<file path="config.mk">
export PLATFORM = sky130hd
export DESIGN_NAME = regfile_wb_arbiter_flat
export DESIGN_NICKNAME = d
export VERILOG_FILES = /design/src/rtl/regfile_wb_arbiter_if.sv /design/src/rtl/regfile_wb_arbiter.sv /design/src/flat_wrapper.sv
export SDC_FILE = /design/constraint.sdc
export NUM_CORES = 1
export LEC_CHECK = 0
export ABC_AREA = 1
export BUFFER_PORTS_ARGS = -buffer_cell sky130_fd_sc_hd__buf_2
export CAP_MARGIN = 10
export CELL_PAD_IN_SITES_DETAIL_PLACEMENT = 0
export CELL_PAD_IN_SITES_GLOBAL_PLACEMENT = 1
export CORE_ASPECT_RATIO = 0.9
export CORE_MARGIN = 2
export CORE_UTILIZATION = 29
export CTS_CLUSTER_DIAMETER = 30
export DETAILED_ROUTE_END_ITERATION = 10
export PLACE_DENSITY = 0.75
export SETUP_SLACK_MARGIN = 0.2
export SLEW_MARGIN = 20
export SYNTH_ARGS = -nofsm -noshare
export SYNTH_HDL_FRONTEND = slang
export SYNTH_SLANG_ARGS = --single-unit
</file>
<file path="constraint.sdc">
create_clock -name clk_i -period 1.55 [get_ports clk_i]
set_input_delay 0.155 -clock clk_i [delete_from_list [all_inputs] [get_ports clk_i]]
set_output_delay 0.155 -clock clk_i [all_outputs]
set_load 0.1 [all_outputs]
</file>
<file path="src/rtl/regfile_wb_arbiter_if.sv">
// Writeback bus between the ALU/load requesters, the decode scoreboard port and the arbiter.
interface regfile_wb_arbiter_if #(
  parameter int unsigned DATA_W = 16,
  parameter int unsigned ADR_W  = 2
);
  localparam int unsigned NREG = 2 ** ADR_W;

  logic              alu_valid;
  logic [ADR_W-1:0]  alu_adr;
  logic [DATA_W-1:0] alu_data;
  logic              alu_ready;

  logic              mem_valid;
  logic [ADR_W-1:0]  mem_adr;
  logic [DATA_W-1:0] mem_data;
  logic              mem_ready;

  logic              issue_en;
  logic [ADR_W-1:0]  issue_adr;

  logic [NREG-1:0]   busy;
  logic              rf_write_en;
  logic [ADR_W-1:0]  rf_write_adr;
  logic [DATA_W-1:0] rf_write_data;
  logic              grant_src;
  logic              wb_unexpected;

  // Requester / environment side.
  modport master (
    output alu_valid, alu_adr, alu_data,
    output mem_valid, mem_adr, mem_data,
    output issue_en, issue_adr,
    input  alu_ready, mem_ready,
    input  busy, rf_write_en, rf_write_adr, rf_write_data, grant_src, wb_unexpected
  );

  // Arbiter side.
  modport slave (
    input  alu_valid, alu_adr, alu_data,
    input  mem_valid, mem_adr, mem_data,
    input  issue_en, issue_adr,
    output alu_ready, mem_ready,
    output busy, rf_write_en, rf_write_adr, rf_write_data, grant_src, wb_unexpected
  );
endinterface

</file>
<file path="src/rtl/regfile_wb_arbiter.sv">
// Register-file writeback arbiter: round-robin between ALU and load unit, registered write port,
// per-register pending-write scoreboard and a sticky unexpected-writeback flag.
module regfile_wb_arbiter #(
  parameter int unsigned DATA_W = 16,
  parameter int unsigned ADR_W  = 2
) (
  input logic               clk_i,
  input logic               rst_ni,
  regfile_wb_arbiter_if.slave bus
);
  localparam int unsigned NREG = 2 ** ADR_W;

  logic              alu_rdy, mem_rdy, xfer;
  logic [ADR_W-1:0]  gnt_adr;
  logic [DATA_W-1:0] gnt_data;

  logic              prio_q, prio_d;
  logic [NREG-1:0]   busy_q, busy_d;
  logic              we_q, we_d;
  logic [ADR_W-1:0]  wadr_q, wadr_d;
  logic [DATA_W-1:0] wdata_q, wdata_d;
  logic              src_q, src_d;
  logic              unexp_q, unexp_d;

  // Grant: lone requester wins; on contention prio_q picks (0 ALU, 1 load). Nothing while in reset.
  always_comb begin
    alu_rdy = 1'b0;
    mem_rdy = 1'b0;
    if (rst_ni) begin
      if (bus.alu_valid && (!bus.mem_valid || !prio_q)) begin
        alu_rdy = 1'b1;
      end else if (bus.mem_valid) begin
        mem_rdy = 1'b1;
      end
    end
  end

  assign xfer     = alu_rdy | mem_rdy;
  assign gnt_adr  = mem_rdy ? bus.mem_adr  : bus.alu_adr;
  assign gnt_data = mem_rdy ? bus.mem_data : bus.alu_data;

  // Next-state for write port, priority pointer and scoreboard.
  always_comb begin
    prio_d  = prio_q;
    busy_d  = busy_q;
    we_d    = xfer;
    wadr_d  = wadr_q;
    wdata_d = wdata_q;
    src_d   = src_q;
    unexp_d = unexp_q;
    if (xfer) begin
      prio_d  = ~mem_rdy;
      wadr_d  = gnt_adr;
      wdata_d = gnt_data;
      src_d   = mem_rdy;
      busy_d[gnt_adr] = 1'b0;
      if (!busy_q[gnt_adr]) begin
        unexp_d = 1'b1;
      end
    end
    // Applied after the clear so a same-register issue keeps the bit set.
    if (bus.issue_en) begin
      busy_d[bus.issue_adr] = 1'b1;
    end
  end

  // State registers, cleared asynchronously.
  always_ff @(posedge clk_i or negedge rst_ni) begin
    if (!rst_ni) begin
      prio_q  <= 1'b0;
      busy_q  <= '0;
      we_q    <= 1'b0;
      wadr_q  <= '0;
      wdata_q <= '0;
      src_q   <= 1'b0;
      unexp_q <= 1'b0;
    end else begin
      prio_q  <= prio_d;
      busy_q  <= busy_d;
      we_q    <= we_d;
      wadr_q  <= wadr_d;
      wdata_q <= wdata_d;
      src_q   <= src_d;
      unexp_q <= unexp_d;
    end
  end

  assign bus.alu_ready     = alu_rdy;
  assign bus.mem_ready     = mem_rdy;
  assign bus.busy          = busy_q;
  assign bus.rf_write_en   = we_q;
  assign bus.rf_write_adr  = wadr_q;
  assign bus.rf_write_data = wdata_q;
  assign bus.grant_src     = src_q;
  assign bus.wb_unexpected = unexp_q;
endmodule

</file>
<file path="src/flat_wrapper.sv">
// flat-port wrapper written by rule: the top's interface ports become plain ports
module regfile_wb_arbiter_flat 
#(
  parameter int unsigned DATA_W = 16,
  parameter int unsigned ADR_W  = 2
)
  (clk_i, rst_ni, bus_alu_valid, bus_alu_adr, bus_alu_data, bus_mem_valid, bus_mem_adr, bus_mem_data, bus_issue_en, bus_issue_adr, bus_alu_ready, bus_mem_ready, bus_busy, bus_rf_write_en, bus_rf_write_adr, bus_rf_write_data, bus_grant_src, bus_wb_unexpected);
  regfile_wb_arbiter_if #(.DATA_W(DATA_W), .ADR_W(ADR_W)) bus_i ();
  input logic clk_i;
  input logic rst_ni;
  input wire logic [$bits(bus_i.alu_valid)-1:0] bus_alu_valid;
  input wire logic [$bits(bus_i.alu_adr)-1:0] bus_alu_adr;
  input wire logic [$bits(bus_i.alu_data)-1:0] bus_alu_data;
  input wire logic [$bits(bus_i.mem_valid)-1:0] bus_mem_valid;
  input wire logic [$bits(bus_i.mem_adr)-1:0] bus_mem_adr;
  input wire logic [$bits(bus_i.mem_data)-1:0] bus_mem_data;
  input wire logic [$bits(bus_i.issue_en)-1:0] bus_issue_en;
  input wire logic [$bits(bus_i.issue_adr)-1:0] bus_issue_adr;
  output wire logic [$bits(bus_i.alu_ready)-1:0] bus_alu_ready;
  output wire logic [$bits(bus_i.mem_ready)-1:0] bus_mem_ready;
  output wire logic [$bits(bus_i.busy)-1:0] bus_busy;
  output wire logic [$bits(bus_i.rf_write_en)-1:0] bus_rf_write_en;
  output wire logic [$bits(bus_i.rf_write_adr)-1:0] bus_rf_write_adr;
  output wire logic [$bits(bus_i.rf_write_data)-1:0] bus_rf_write_data;
  output wire logic [$bits(bus_i.grant_src)-1:0] bus_grant_src;
  output wire logic [$bits(bus_i.wb_unexpected)-1:0] bus_wb_unexpected;
  assign bus_i.alu_valid = bus_alu_valid;
  assign bus_i.alu_adr = bus_alu_adr;
  assign bus_i.alu_data = bus_alu_data;
  assign bus_i.mem_valid = bus_mem_valid;
  assign bus_i.mem_adr = bus_mem_adr;
  assign bus_i.mem_data = bus_mem_data;
  assign bus_i.issue_en = bus_issue_en;
  assign bus_i.issue_adr = bus_issue_adr;
  assign bus_alu_ready = bus_i.alu_ready;
  assign bus_mem_ready = bus_i.mem_ready;
  assign bus_busy = bus_i.busy;
  assign bus_rf_write_en = bus_i.rf_write_en;
  assign bus_rf_write_adr = bus_i.rf_write_adr;
  assign bus_rf_write_data = bus_i.rf_write_data;
  assign bus_grant_src = bus_i.grant_src;
  assign bus_wb_unexpected = bus_i.wb_unexpected;
  regfile_wb_arbiter #(.DATA_W(DATA_W), .ADR_W(ADR_W)) u_core (.clk_i(clk_i), .rst_ni(rst_ni), .bus(bus_i));
endmodule
</file>
**Yosys cells after proc, flatten, opt, wreduce, memory -nomap -nowiden**

Index checks and enable logic that the tools add are counted.
Widths: inputs -> output; s select.

- Bits of input ports: 43
- Logic and storage cells: 39
- Flip-flop bits (word level): 26
- Output and inout bits: 27

- Mux-type cells: 15
- Reductions and logical operators: 7
- Bitwise operators: 6
- Magnitude comparators: 4

Operators by type and width:

| operator | count |
|---|---|
| $mux 16 | 1 |
| $mux 1 | 8 |
| $mux 4 | 2 |
| $lt 2x3->1 const B | 2 |
| $and 4x4->4 | 1 |
| $demux 1 s2 | 2 |
| $ge 2x1->1 const B | 2 |
| $not 4->4 | 1 |
| $or 4x4->4 | 1 |
| $logic_and 1x1->1 | 3 |
| $bmux 1 s2 | 1 |
| $logic_not 1->1 | 2 |
| $mux 2 | 1 |
| $not 1->1 | 2 |
| $reduce_and 2->1 | 1 |
| $logic_or 1x1->1 | 1 |
| $or 1x1->1 | 1 |

**Longest topological paths before layout**

- Word-level depth: 15
- Mapped depth: 9
- Gate-level depth less buffers: 9

**Worst setup path before layout**

Ideal clock, no wire load.

- Path type: register to register
- Start point: reg u_core.prio_q
- End point: reg u_core.wdata_q[10], in the netlist u_core.bus.rf_write_data[10]
- Required time: 1.479 ns
- Buffers on the path: 1
- Period minus slack after synthesis: 1.437 ns
- Stages on the path, launching flop included: 7
- Arrival: 1.366 ns
- Setup time: 0.071 ns
- Setup slack: 0.113 ns
- Path through: dfrtp_1 nand2_1 nand3_1 inv_2 buf_2 nand3_1 nand3_1

- Word-level cells in the longest chain between the ends: 6
- Elaborated cells between the ends (all ways): 9
- Those cells by class: mux (5); bitwise (1); reduce/logical (3)

Ends and longest elaborated chain:

| what | line | text |
|---|---|---|
| from (decl) | regfile_wb_arbiter.sv:17 | `logic prio_q, prio_d;` |
| from (signal assigned) | regfile_wb_arbiter.sv:78 | `prio_q <= prio_d;` |
| $logic_not 1->1 | regfile_wb_arbiter.sv:30 | `if (bus.alu_valid && (!bus.mem_valid \|\| !prio_q)) begin` |
| $logic_or 1x1->1 | regfile_wb_arbiter.sv:30 |  |
| $logic_and 1x1->1 | regfile_wb_arbiter.sv:30 |  |
| $mux 1 | regfile_wb_arbiter.sv:30 |  |
| $mux 1 | regfile_wb_arbiter.sv:29 | `if (rst_ni) begin` |
| via bus_alu_ready | flat_wrapper.sv:19 | `output wire logic [$bits(bus_i.alu_ready)-1:0] bus_alu_ready;` |
| $or 1x1->1 | regfile_wb_arbiter.sv:38 | `assign xfer = alu_rdy \| mem_rdy;` |
| to (signal assigned) | regfile_wb_arbiter.sv:82 | `wdata_q <= wdata_d;` |
| to (decl) | regfile_wb_arbiter.sv:21 | `logic [DATA_W-1:0] wdata_q, wdata_d;` |

The timed path passes the listed nets, and every way through them passes these cells.
A chain may end at the register's enable or synchronous reset.

**Worst setup path in the final report**

- Start point: reg u_core.prio_q
- End point: out bus_mem_ready

- Word-level cells in the longest chain between the ends: 5

Ends and longest elaborated chain:

| what | line | text |
|---|---|---|
| $logic_not 1->1 | regfile_wb_arbiter.sv:30 |  |
| $logic_or 1x1->1 | regfile_wb_arbiter.sv:30 |  |
| $logic_and 1x1->1 | regfile_wb_arbiter.sv:30 |  |
| $mux 1 | regfile_wb_arbiter.sv:30 |  |
| $mux 1 | regfile_wb_arbiter.sv:29 |  |
| to (decl) | flat_wrapper.sv:20 | `output wire logic [$bits(bus_i.mem_ready)-1:0] bus_mem_ready;` |

Every way passes these cells.

==> key figures <==
Detailed routing
  – Post-route ant nets: 0
  – Initial drt markers: 101
  – Final WL: 3.541 mm
  – DRC violations left: 0
  – 1st-pass router iterations: 4
  – DR vias: 1325
  – Wire per inst: 12.38 um
  – Vias per cell: 4.633

Die
  – Die width: roughly 73 um
  – Core Area: around 4100 um2
  – Total die area: 4797 um2
  – Initial core utilization: 0.3031
  – Die height: 65.91 um
  – Io pins: 70
  – Row count: 22

Pwr
  – P per Cell Area: roughly 1400 nW/um2
  – Peak supply drop: approximately 0.00067 V
  – Leakage power: 1.059 nW
  – Overall power: about 2.7 mW

CTS
  – Root buffer cell: clkbuf_8
  – Worst-case clock buffer depth: 2
  – Worst-path clk slew: 0.09 ns
  – Worst skew pair latency: 0.27 ns
  – CTS tree: built
  – CTS Buf Count: 3
  – CTS Sinks: 26
  – CTS H-tree lvls: 1

Timing
  – Max-slew violation count: 0
  – Worst rel slew slack: 0.6684
  – RSZ-0062 raised after global routing: yes
  – Setup TNS: 0 ns
  – Final Hold Viols: 0
  – Final setup fails: 0
  – Period utilisation layout: 0.8731
  – Worst-Margin Slew: 0.5009 ns
  – Max Fclk: 738.9 MHz
  – Crit path time final: 1.353 ns
  – Worst hold margin: between 0.08 and 0.09 ns
  – Clock Skews: 0.009396 ns

Placed design
  – DP Cell Count: approximately 270
  – IO buf count: 69
  – Routability cong.: about 0.75
  – Post-DP HPWL: 2.609 mm

Critical path
  – Delay-heaviest family, CP: flip-flops
  – Critical Path RT: 1.39 ns
  – CP Capture Type: output port
  – CP Cell Sequence: nand2_2 > nand2_4 > nand2_8 > clkinv_8 > buf_12
  – CP bufs+invs: 2
  – Crit path kind: flop to output port
  – FF-to-FF setup slack: around 0.21 ns
  – Worst Setup Start Kind: flop
  – CP max stage cell: dfrtp_1
  – Worst-path fanout max: 7
  – CP max stage delay: 0.40 ns
  – Arr. time, crit path: between 1 and 1.5 ns

Yosys
  – Warnings from Yosys: 0
  – Seq cells post-synth: 26
  – Cell Area, Synth: around 1200 um2
  – Register area share after synthesis: 0.5268
  – Netlist cell types: 13
  – Synthesized area per cell: between 7 and 8 um2
  – Syn Nets: 199
  – Cells after Synth: 156

GRT
  – First-pass GRT wire length: 5.595 mm
  – Largest net degree at the start of global routing: 25
  – GRT overflow: 0
  – Total GRT Usage: 0.1506
  – Number of global-route vias before repair: between 1000 and 1500
  – Initial antenna violation count: 0

Layout
  – Post-route insts no fill: 286
  – Layout area overhead: 55.83%
  – Filler cell count in the final layout: about 430
  – Nets: between 200 and 300
  – Layout cells sized above 1: 0.4496
  – # diodes: 0

Worst hold path
  – Hold Crit Class: input port to flop

Job
  – Maximum capacitance violations: 0

Run status
  – Status: finished, final reports clean
-- flip-flops by register name, indices dropped and copies added (netlist names) --
| name | cells |
|---|---|
| u_core.bus.busy | 4 |
| u_core.bus.grant_src | 1 |
| u_core.bus.rf_write_adr | 2 |
| u_core.bus.rf_write_data | 16 |
| u_core.bus.rf_write_en | 1 |
| u_core.bus.wb_unexpected | 1 |
| u_core.prio_q | 1 |
-- Yosys cell counts --
library cell  number  area, um2
buf_1              1      3.750
buf_2              3      15.01
buf_4              1      7.510
clkbuf_1           1      3.750
dfrtp_1           26      650.6
inv_1             11      41.29
inv_2              3      11.26
nand2_1           52      195.2
nand2_2            2      12.51
nand2_4            1      11.26
nand3_1           49      245.2
o21ai_1            4      20.02
o21ai_2            2      17.52
-- stage by stage --
| step | util | instance area (um2) | setup slack, ns |
|---|---|---|---|
| 5_1_grt | 0.4724 | 1924 | 0.1087 |
| 3_3_place_gp | 0.4149 | 1690 | 0.2977 |
| 2_1_floorplan | - | 1242 | 0.2920 |
| 4_1_cts | 0.4453 | 1814 | 0.1642 |
| 6_report | 0.4724 | 1924 | 0.1966 |
| 3_5_place_dp | 0.4149 | 1690 | 0.2495 |
-- where the power goes --
group	internal, mW	switching (mW)	leakage [nW]
clock network	0.346	0.214	0.0357
registers	0.787	0.0631	0.311
logic	0.241	1.03	0.712
-- layout by cell type, fill, tap and decap left out, types with 2 or more instances in the layout --
| cell | synthesis | routed |
|---|---|---|
| o21ai_1 | 4 | 2 |
| inv_2 | 3 | 2 |
| nand2_1 | 52 | 49 |
| buf_2 | 3 | 67 |
| dfrtp_2 | 0 | 4 |
| inv_1 | 11 | 11 |
| nand2_2 | 2 | 2 |
| buf_4 | 1 | 11 |
| o21ai_2 | 2 | 2 |
| buf_6 | 0 | 3 |
| nand3_2 | 0 | 3 |
| buf_12 | 0 | 2 |
| nand2_4 | 1 | 3 |
| nand3_1 | 49 | 46 |
| clkbuf_8 | 0 | 3 |
| o21ai_4 | 0 | 2 |
| dfrtp_1 | 26 | 22 |
-- logic make-up (layout without fill, tap and decap cells) --
kind of cell,Yosys count,count (layout),share of synthesized area
and+or+nand+nor,104,104,0.3759
DFF,26,26,0.5268
buffers and inverters,20,102,0.06686
AOI/OAI and AO/OA,6,6,0.03040
-- final timing paths --
kind,endpoint,cells past startpoint,from
max,bus_mem_ready,5,u_core.prio_q$_DFFE_PN0N_
min,u_core.bus.rf_write_data[8]$_DFFE_PN0N_,3,bus_mem_data[8]
max reg2reg,u_core.bus.busy[2]$_DFF_PN0_,8,u_core.prio_q$_DFFE_PN0N_
min reg2reg,u_core.bus.wb_unexpected$_DFFE_PN0P_,2,u_core.bus.wb_unexpected$_DFFE_PN0P_
max in group asynchronous,u_core.bus.busy[0]$_DFF_PN0_,3,rst_ni
min in group asynchronous,u_core.bus.wb_unexpected$_DFFE_PN0P_,2,rst_ni
-- what timing repair did --
item / 4_1_cts / 5_1_grt
hold endpoints to repair: 26 / 0
pin swaps: 3 / 7
setup buffers: 4 / 4
gates resized for setup: 5 / 16
hold buffers: 1 / 0
setup endpoints to repair: 2 / 19
-- layer usage --
layer / global-route usage / routed length (um) / vias to the layer above
li1: - / - / 671
met1: 0.2113 / 1655 / 592
met2: 0.2216 / 1514 / 60
met3: 0.05640 / 354 / 2
met4: 0.03009 / 17 / 0
met5: 0 / 0 / -
-- worst min-delay path: cells and delay by family --
| family | cells | cell delay, ns |
|---|---|---|
| buffers and inverters | 1 | 0.08 |
| and+or+nand+nor | 2 | 0.09 |
-- final cells by class --
class / count / area, um2 / area share
flip-flops and latches: 26 / 655.6 / 0.3407
well taps: 48 / 60.06 / 0.03121
multi-input cells: 110 / 570.5 / 0.2965
repair buffers: 84 / 501.7 / 0.2607
clock inverters: 1 / 30.03 / 0.01560
inverters: 14 / 65.06 / 0.03381
clock buffers: 3 / 41.29 / 0.02146
Note: power is estimated with default switching activity, not from simulation.
